===== config.mk =====
export PLATFORM = sky130hd
export DESIGN_NAME = apc_stream_accumulator_flat
export DESIGN_NICKNAME = d
export VERILOG_FILES = /design/src/rtl/apc_stream_accumulator_if.sv /design/src/rtl/apc_stream_accumulator.sv /design/src/flat_wrapper.sv
export SDC_FILE = /design/constraint.sdc
export NUM_CORES = 1
export LEC_CHECK = 0
export ABC_AREA = 0
export CORE_ASPECT_RATIO = 1.4
export CORE_MARGIN = 8
export CORE_UTILIZATION = 46
export CTS_CLUSTER_DIAMETER = 200
export CTS_CLUSTER_SIZE = 10
export DETAILED_ROUTE_END_ITERATION = 10
export PLACE_DENSITY = 0.75
export SLEW_MARGIN = 20
export SYNTH_ARGS = -nofsm -noshare
export SYNTH_HDL_FRONTEND = slang
export SYNTH_SLANG_ARGS = --single-unit

===== constraint.sdc =====
create_clock -name clk -period 2.3 [get_ports clk]
set_input_delay 0.69 -clock clk [delete_from_list [all_inputs] [get_ports clk]]
set_output_delay 0.69 -clock clk [all_outputs]
set_load 0.05 [all_outputs]

===== src/rtl/apc_stream_accumulator_if.sv =====
// Handshake and result bus between the SC lane block and the stream accumulator.
// The slave modport is the accumulator. The master modport is whoever drives beats and takes results.
interface apc_stream_accumulator_if #(
  parameter int APC_WIDTH = 4,
  parameter int ACC_WIDTH = 12
);
  logic                        start;
  logic                        in_valid;
  logic [APC_WIDTH-1:0]        apc_sum;
  logic                        busy;
  logic                        out_valid;
  logic                        out_ready;
  logic [ACC_WIDTH-1:0]        result;
  logic signed [ACC_WIDTH:0]   bipolar;
  logic                        range_err;

  modport master (
    output start, in_valid, apc_sum, out_ready,
    input  busy, out_valid, result, bipolar, range_err
  );

  modport slave (
    input  start, in_valid, apc_sum, out_ready,
    output busy, out_valid, result, bipolar, range_err
  );
endinterface


===== src/rtl/apc_stream_accumulator.sv =====
// Sums the per-cycle APC_8 ones-count over STREAM_LEN valid beats.
// Presents the unipolar total and the bipolar value 2*total - 8*STREAM_LEN.
//
// state  | meaning
// S_IDLE | waiting for start; in_valid ignored
// S_ACC  | accumulating beats; busy=1
// S_HOLD | result presented; out_valid=1 until out_ready
module apc_stream_accumulator #(
  parameter int APC_WIDTH  = 4,
  parameter int STREAM_LEN = 256,
  parameter int ACC_WIDTH  = 12
) (
  input logic                    clk,
  input logic                    rst,
  apc_stream_accumulator_if.slave bus
);

  localparam int CNT_W = $clog2(STREAM_LEN);
  localparam logic [APC_WIDTH-1:0] LANES      = APC_WIDTH'(8);
  localparam logic [CNT_W-1:0]     LAST_BEAT  = CNT_W'(STREAM_LEN - 1);
  localparam logic [ACC_WIDTH:0]   FULL_SCALE = (ACC_WIDTH + 1)'(8 * STREAM_LEN);

  typedef enum logic [1:0] {
    S_IDLE = 2'd0,
    S_ACC  = 2'd1,
    S_HOLD = 2'd2
  } state_t;

  state_t               state_q, state_d;
  logic [ACC_WIDTH-1:0] acc_q, acc_d;
  logic [CNT_W-1:0]     cnt_q, cnt_d;
  logic [ACC_WIDTH-1:0] result_q, result_d;
  logic [ACC_WIDTH:0]   bipolar_q, bipolar_d;
  logic                 range_err_q, range_err_d;

  logic                 over_range;
  logic [APC_WIDTH-1:0] beat;
  logic [ACC_WIDTH-1:0] acc_sum;
  logic                 take_beat;
  logic                 last_beat;
  logic                 clear;

  assign over_range = bus.apc_sum > LANES;
  assign beat       = over_range ? LANES : bus.apc_sum;
  assign acc_sum    = acc_q + ACC_WIDTH'(beat);
  assign take_beat  = (state_q == S_ACC) && bus.in_valid;
  assign last_beat  = take_beat && (cnt_q == LAST_BEAT);
  // A start is honoured from IDLE, or back-to-back with the accepting handshake in HOLD.
  assign clear      = bus.start &&
                      ((state_q == S_IDLE) || ((state_q == S_HOLD) && bus.out_ready));

  always_ff @(posedge clk) begin
    if (rst) begin
      state_q <= S_IDLE;
    end else begin
      state_q <= state_d;
    end
  end

  always_comb begin
    state_d = state_q;
    case (state_q)
      S_IDLE: if (bus.start) state_d = S_ACC;
      S_ACC:  if (last_beat) state_d = S_HOLD;
      S_HOLD: if (bus.out_ready) state_d = bus.start ? S_ACC : S_IDLE;
      default: state_d = S_IDLE;
    endcase
  end

  always_comb begin
    bus.busy      = (state_q == S_ACC);
    bus.out_valid = (state_q == S_HOLD);
  end

  always_comb begin
    acc_d       = acc_q;
    cnt_d       = cnt_q;
    result_d    = result_q;
    bipolar_d   = bipolar_q;
    range_err_d = range_err_q;
    if (clear) begin
      acc_d       = '0;
      cnt_d       = '0;
      range_err_d = 1'b0;
    end else if (take_beat) begin
      acc_d = acc_sum;
      cnt_d = cnt_q + 1'b1;
      if (over_range) range_err_d = 1'b1;
      if (last_beat) begin
        result_d  = acc_sum;
        // Modular at ACC_WIDTH+1 bits; the true value always fits the signed range.
        bipolar_d = {acc_sum, 1'b0} - FULL_SCALE;
      end
    end
  end

  always_ff @(posedge clk) begin
    if (rst) begin
      acc_q       <= '0;
      cnt_q       <= '0;
      result_q    <= '0;
      bipolar_q   <= '0;
      range_err_q <= 1'b0;
    end else begin
      acc_q       <= acc_d;
      cnt_q       <= cnt_d;
      result_q    <= result_d;
      bipolar_q   <= bipolar_d;
      range_err_q <= range_err_d;
    end
  end

  assign bus.result    = result_q;
  assign bus.bipolar   = bipolar_q;
  assign bus.range_err = range_err_q;

endmodule


===== src/flat_wrapper.sv =====
// flat-port wrapper written by rule: the top's interface ports become plain ports
module apc_stream_accumulator_flat 
#(
  parameter int APC_WIDTH  = 4,
  parameter int STREAM_LEN = 256,
  parameter int ACC_WIDTH  = 12
)
  (clk, rst, bus_start, bus_in_valid, bus_apc_sum, bus_out_ready, bus_busy, bus_out_valid, bus_result, bus_bipolar, bus_range_err);
  apc_stream_accumulator_if #(.APC_WIDTH(APC_WIDTH), .ACC_WIDTH(ACC_WIDTH)) bus_i ();
  input logic clk;
  input logic rst;
  input wire logic [$bits(bus_i.start)-1:0] bus_start;
  input wire logic [$bits(bus_i.in_valid)-1:0] bus_in_valid;
  input wire logic [$bits(bus_i.apc_sum)-1:0] bus_apc_sum;
  input wire logic [$bits(bus_i.out_ready)-1:0] bus_out_ready;
  output wire logic [$bits(bus_i.busy)-1:0] bus_busy;
  output wire logic [$bits(bus_i.out_valid)-1:0] bus_out_valid;
  output wire logic [$bits(bus_i.result)-1:0] bus_result;
  output wire logic [$bits(bus_i.bipolar)-1:0] bus_bipolar;
  output wire logic [$bits(bus_i.range_err)-1:0] bus_range_err;
  assign bus_i.start = bus_start;
  assign bus_i.in_valid = bus_in_valid;
  assign bus_i.apc_sum = bus_apc_sum;
  assign bus_i.out_ready = bus_out_ready;
  assign bus_busy = bus_i.busy;
  assign bus_out_valid = bus_i.out_valid;
  assign bus_result = bus_i.result;
  assign bus_bipolar = bus_i.bipolar;
  assign bus_range_err = bus_i.range_err;
  apc_stream_accumulator #(.APC_WIDTH(APC_WIDTH), .STREAM_LEN(STREAM_LEN), .ACC_WIDTH(ACC_WIDTH)) u_core (.clk(clk), .rst(rst), .bus(bus_i));
endmodule

==> run metrics, run 1 <==
internal power=907 uW; htree depth=2; number of placed I/O pins=37; number of port buffers=35; source-to-sink clock delay at the later pin of the worst-skew pair=290 ps; Achievable Freq=0.451 GHz; worst vdd ir=roughly 0.46 mV; net count of the mapped netlist=239; placeable core area=roughly 4000 sq um; synthesized area per cell=8.51 sq um; die span in y=92.2 um; result of the run=finished clean; proportion of register bits with asynchronous set or reset after synthesis=0; worst path cell trace=clkdlybuf4s15_1 -> nor2b_4 -> ha_4 -> inv_2 -> fa_2 -> nor2b_4 -> o31ai_4 -> or3_1 -> nand3_1 -> o311ai_1; Setup TNS=0 ps; count of endpoints failing setup in the final report=0; min Tclk post-route=2220 ps; Clock power frac=0.362; total global routing overflow=0; number of buffer and inverter instances along the worst setup path=2; number of DRC violations after detailed-routing iteration 0=78; sequential cell fraction of total power=0.550; buffer levels on the longest clock path=2; count of unique library cells instantiated by Yosys=44; commonest cells in the synthesized netlist=sky130_fd_sc_hd__dfxtp_1 (37), sky130_fd_sc_hd__nor2_1 (31), sky130_fd_sc_hd__nand2_1 (24); number of enable flip-flop cells after synthesis=0; maximum number of pins on one net before global-route repair=22; CTS tree=yes; mapped cell area=1910 sq um; worst hold path class=reg -> reg; starting utilization of the core area=0.482; width of the die=70.4 um; portion of the post-synthesis area used by sequential elements=0.389; count of antenna diodes in the layout=0; total of hold buffers inserted after clock tree synthesis=0; leading post-synthesis cells by cell area=sky130_fd_sc_hd__dfxtp_1 (39%), sky130_fd_sc_hd__nor2_1 (6.1%), sky130_fd_sc_hd__xnor2_1 (6.0%), sky130_fd_sc_hd__buf_4 (5.5%), sky130_fd_sc_hd__nand2_1 (4.7%); classification of the worst setup path=in -> reg; synth-to-layout area growth=28.2%; number of pins exceeding their max-slew limit in the final report=0; Yosys warning count=0; Mapped Cells=224; Worst Skew=5.31 ps; Num CTS Buffers=5; power dissipated by switching net loads=281 uW; total leakage power=0.843 nW; Largest delay share family, worst path=simple AND/OR/NAND/NOR gates; total power=1.19 mW; sw frac=0.237; Post-Route Hold Slack=453 ps; Critical Path Sink Type=flip-flop; post-route DRC violation count=0; signal arrival time at the worst endpoint=2380 ps; Clock transition at path regs=70 ps; Crit path top cell by count=sky130_fd_sc_hd__nor2b_4; largest fanout of any net on the critical path=6; per-cell via count in the routed design=5.16; dominant register cell in the synthesized netlist=sky130_fd_sc_hd__dfxtp_1; placer congestion estimate=0.904; Max stage delay on crit path=380 ps; number of max-capacitance violations reported=0; post-synth top area cell=sky130_fd_sc_hd__dfxtp_1; drt wl/cell=12.8 um; drt pass-1 iters=4; floorplan die area=~6500 sq um; Vias=1588; RSZ-0062 raised after global routing=yes; vias in the first global route=1570; cell with the most instances after synthesis=sky130_fd_sc_hd__dfxtp_1; GRT Overall Usage=0.127; power density cells=486 nW/um^2; global-route wire length before repair=6.79 mm; final critical-path share of the clock period=0.964; Root Buffer Master=sky130_fd_sc_hd__clkbuf_8; sum of net half-perimeters after detailed placement=around 2.9 mm; worst-margin pin slew=513 ps; data required time of the worst path=2460 ps; portion of synthesized cell area occupied by the leading cell type=0.389; share of power burned in combinational logic=0.088; antenna violations before repair=0; Routed Wire Length=3.93 mm; Slowest cell on crit path=sky130_fd_sc_hd__fa_2; share of layout cells above drive strength 1=0.166; flip-flop and latch count after synthesis=37; R2R Setup Slk=450 ps; count of antenna-violating nets left after detailed routing=0; relative slew slack=0.657; CP Launch Type=primary input; number of endpoints with negative hold slack in the final report=0; row cnt=27; total clock sinks=37; final-stage net count=between 200 and 300
==> layout make-up <==
class	count	area, sq um
fillers	346	1510
multi-input cells	158	1040
flip-flops and latches	37	741
repair buffers	54	497
clock buffers	8	80.1
well taps	43	53.8
inverters	8	30.0
==> timing repair <==
action | in CTS | in global routing
gates cloned | 0 | 0
gates resized for setup | 17 | 2
setup endpoints to repair | 18 | 5
hold endpoints to repair | 0 | 0
pin swaps | 9 | 2
buffers inserted | 2 | 0
==> flip-flops by register name (all words and copies together) (netlist names) <==
register	cells
u_core.bus.range_err	1
u_core.acc_q	12
u_core.bus.bipolar	2
u_core.bus.result	12
u_core.cnt_q	8
u_core.state_q	2
==> worst register-to-register path, cell delays in order (launching register included) <==
cell,delay [ps]
sky130_fd_sc_hd__dfxtp_1,370
sky130_fd_sc_hd__ha_4,150
sky130_fd_sc_hd__inv_2,40
sky130_fd_sc_hd__fa_2,380
sky130_fd_sc_hd__nor2b_4,150
sky130_fd_sc_hd__o31ai_4,110
sky130_fd_sc_hd__or3_1,330
sky130_fd_sc_hd__nand3_1,90
sky130_fd_sc_hd__o311ai_1,110
==> per-stage QoR <==
stage,utilization,setup WS [ps],cells,cell area (sq um)
global route,0.618,-28.4,308,2440
CTS,0.616,20.1,308,2430
global placement,0.586,-600,298,2320
floorplan,-,0.479,224,1920
finish,0.618,82.1,308,2440
detailed placement,0.586,-658,298,2320
==> power groups by stage <==
| stage | Sequential [mW] | Clock (mW) | Combinational, mW |
|---|---|---|---|
| after detailed placement | 0.668 | 0 | 0.102 |
| final | 0.653 | 0.430 | 0.104 |
| after global placement | 0.668 | 0 | 0.101 |
| after floorplan | 0.668 | 0 | 0.0602 |
| after global routing | 0.654 | 0.471 | 0.115 |
| after CTS | 0.653 | 0.442 | 0.104 |
==> cell families after synthesis <==
kind of cell               synth area share
xor gates and xnor gates             0.0873
other                               0.00197
DFF                                   0.389
AOI/OAI and AO/OA                     0.139
and+or+nand+nor                       0.251
buffers and inverters                0.0893
adders and majority gates            0.0433
==> routing by layer <==
layer	wire length [um]	part of all wire	vias up	global-route usage
li1	-	-	824	-
met1	1660	0.42	735	0.124
met2	2010	0.51	24	0.228
met3	166	0.042	5	0.0367
met4	95	0.024	0	0.0790
met5	0	0	-	0
==> final timing paths <==
path | from | endpoint | cells past startpoint
worst max-delay path | bus_apc_sum[0] | u_core.bus.bipolar[12]$_SDFFE_PP0P_ | 10
worst min-delay path | u_core.bus.bipolar[11]$_SDFFE_PP0P_ | u_core.bus.bipolar[11]$_SDFFE_PP0P_ | 2
worst max register to register | u_core.acc_q[0]$_SDFFE_PP0P_ | u_core.bus.bipolar[12]$_SDFFE_PP0P_ | 8
worst min register to register | u_core.bus.bipolar[11]$_SDFFE_PP0P_ | u_core.bus.bipolar[11]$_SDFFE_PP0P_ | 2
==> cells in the final DEF, fill, tap and decap left out, types with 3 or more instances in the layout <==
master / n
sky130_fd_sc_hd__a211oi_1: 9
sky130_fd_sc_hd__a21oi_1: 14
sky130_fd_sc_hd__buf_4: 19
sky130_fd_sc_hd__clkbuf_1: 3
sky130_fd_sc_hd__clkbuf_8: 5
sky130_fd_sc_hd__clkdlybuf4s50_1: 29
sky130_fd_sc_hd__dfxtp_1: 37
sky130_fd_sc_hd__ha_1: 4
sky130_fd_sc_hd__inv_1: 7
sky130_fd_sc_hd__nand2_1: 24
sky130_fd_sc_hd__nand2b_1: 3
sky130_fd_sc_hd__nand3_1: 5
sky130_fd_sc_hd__nand4_1: 3
sky130_fd_sc_hd__nor2_1: 30
sky130_fd_sc_hd__nor2b_1: 3
sky130_fd_sc_hd__nor3_1: 5
sky130_fd_sc_hd__or3_1: 4
sky130_fd_sc_hd__xnor2_1: 13
sky130_fd_sc_hd__xor2_1: 6
(Power assumes the default switching activity.)
==> run 2, diff against run 1 <==
ABC_CLOCK_PERIOD_IN_PS = 2300   (was not set)
CAP_MARGIN = 25   (was not set)
GPL_TIMING_DRIVEN = 0   (was not set)
==> run 2 against run 1 <==
Net effect: clock skew decreased by 0.64 ps; fmax decreased by 0.60%; routed wire length increased by 9.6%; critical path depth decreased by 8; largest cell class unchanged.
==> run metrics, run 2 (synthesis results as in run 1) <==
final critical-path share of the clock period=0.970 (+0.00586); drt pass-1 iters=4 (unchanged); data required time of the worst path=1610 ps (-850 ps); min Tclk post-route=2230 ps (+13.5 ps); count of antenna-violating nets left after detailed routing=0 (unchanged); width of the die=70.4 um (unchanged); Post-Route Hold Slack=454 ps (+1.24 ps); worst-margin pin slew=530 ps (+16.5 ps); worst path cell trace=buf_4 -> clkdlybuf4s50_1; largest fanout of any net on the critical path=3 (-3); vias in the first global route=1639 (+4.4%); Critical Path Start=u_core.bus.result[4]$_SDFFE_PP0P_; depth of the most critical reg-to-reg path=8 (unchanged); count of cells along the worst hold path=2 (unchanged); worst hold path class=reg -> reg; die span in y=92.2 um (unchanged); Slowest cell on crit path=sky130_fd_sc_hd__clkdlybuf4s50_1; leading cell type in the layout, fill and taps excluded=sky130_fd_sc_hd__dfxtp_1; classification of the worst setup path=reg -> out; Vias=1656 (+4.3%); number of pins exceeding their max-slew limit in the final report=0 (unchanged); number of port buffers=34 (-2.9%); post-route DRC violation count=0 (unchanged); share of layout cells above drive strength 1=0.190 (+0.0244); launch instance of the worst min-delay path=u_core.bus.bipolar[11]$_SDFFE_PP0P_; per-cell via count in the routed design=5.24 (+1.6%); worst vdd ir=0.457 mV (+0.21%); CP Launch Type=flip-flop; Clock transition at path regs=70 ps (about the same); number of max-capacitance violations reported=0 (unchanged); CTS tree=yes; sum of net half-perimeters after detailed placement=2.98 mm (+1.9%); Num CTS Buffers=5 (unchanged); signal arrival time at the worst endpoint=1540 ps (-840 ps); starting utilization of the core area=0.482 (unchanged); Max stage delay on crit path=790 ps (+410 ps); count of endpoints failing setup in the final report=0 (unchanged); floorplan die area=6490 sq um (unchanged); total power=1.17 mW (-1.3%); source-to-sink clock delay at the later pin of the worst-skew pair=290 ps (about the same); synth-to-layout area growth=30.9%; antenna violations before repair=0 (unchanged); Worst Skew=4.67 ps (-0.635 ps); total leakage power=0.903 nW (+7.1%); number of endpoints with negative hold slack in the final report=0 (unchanged); total global routing overflow=0 (unchanged); global-route wire length before repair=7.32 mm (+7.8%); placeable core area=3950 sq um (unchanged); total of hold buffers inserted after clock tree synthesis=0 (unchanged); buffer levels on the longest clock path=2 (unchanged); count of antenna diodes in the layout=0 (unchanged); worst flop-to-flop path startpoint=u_core.acc_q[0]$_SDFFE_PP0P_; htree depth=2 (unchanged); row cnt=27 (unchanged); RSZ-0062 raised after global routing=no; relative slew slack=0.647 (-0.00995); final-stage net count=289 (+3.6%); number of placed I/O pins=37 (unchanged); fill cell total of the finished layout=349 (+0.87%); maximum number of pins on one net before global-route repair=11 (-50%); Achievable Freq=0.448 GHz (-0.60%); number of DRC violations after detailed-routing iteration 0=66 (-15%); power density cells=470 nW/um^2 (-3.4%); placer congestion estimate=0.866 (-4.2%); drt wl/cell=13.6 um (+6.9%); total clock sinks=37 (unchanged); Critical Path Sink Type=output pin; Root Buffer Master=sky130_fd_sc_hd__clkbuf_8; final standard cell area without fillers=2490 sq um (+2.1%); Placed Area=2310 sq um (-0.22%); result of the run=finished clean; commonest cells after routing, fill and taps aside=sky130_fd_sc_hd__dfxtp_1 (37), sky130_fd_sc_hd__nor2_1 (30), sky130_fd_sc_hd__clkdlybuf4s50_1 (27); GRT Overall Usage=0.137 (+0.00994); Routed Wire Length=4.31 mm (+9.6%)
-- run 2: changes by cell type in the layout (fill, tap and decap cells not counted), moves of 2 or more --
cell                              delta
sky130_fd_sc_hd__clkbuf_1            +2
sky130_fd_sc_hd__dlygate4sd2_1       +2
sky130_fd_sc_hd__buf_4               +3
sky130_fd_sc_hd__clkdlybuf4s50_1     -2
-- run 2: worst paths after layout --
kind / end / slack, ps
worst max-delay path: bus_result[4] / 70
worst min-delay path: u_core.bus.bipolar[11]$_SDFFE_PP0P_ / 450
worst max register to register: u_core.bus.bipolar[12]$_SDFFE_PP0P_ / 390
worst min register to register: u_core.bus.bipolar[11]$_SDFFE_PP0P_ / 450
-- run 2: worst max-delay path, delay by kind of cell, from the launching register on --
kind | cells | cell delay, ps
buffers and inverters | 2 | 910
DFF | 1 | 350
-- run 2: metal layers --
metal | vias up | wire length, um | GRT usage
li1 | 847 | - | -
met1 | 768 | 1780 | 0.144
met2 | 32 | 2230 | 0.233
met5 | - | 0 | 0
met3 | 9 | 183 | 0.0399
met4 | 0 | 119 | 0.0840
-- run 2: layout make-up --
cell class,instances,area [sq um],share of cell area
clock buffers,5,68.8,0.0276
clock inverters,1,5.00,0.00201
plain buffers,21,140,0.0562
multi-input cells,159,1060,0.425
flip-flops and latches,37,741,0.297
repair buffers,42,394,0.158
inverters,8,30.0,0.0120
well taps,43,53.8,0.0216
-- run 2: power breakdown --
part           switching [mW]  total [mW]  internal, mW
registers             0.00702       0.654         0.647
logic                  0.0611       0.102        0.0411
clock network           0.217       0.416         0.199
total                   0.285        1.17         0.887
-- run 2: metrics by stage --
stage / setup WS (ps) / util / setup TNS (ps) / cells
after floorplan: 0.479 / - / 0 / 224
after global placement: -745 / 0.585 / -11050 / 301
after detailed placement: -767 / 0.585 / -11570 / 301
after CTS: 7.57 / 0.630 / 0 / 316
after global routing: 10.0 / 0.631 / 0 / 316
final: 68.6 / 0.631 / 0 / 316
-- run 2: repair_timing --
action | in CTS | in global routing
pin swaps | 11 | 3
setup buffers | 8 | 0
cloned | 1 | 0
endpoints found under the setup margin | 21 | 6
resized for setup | 24 | 2
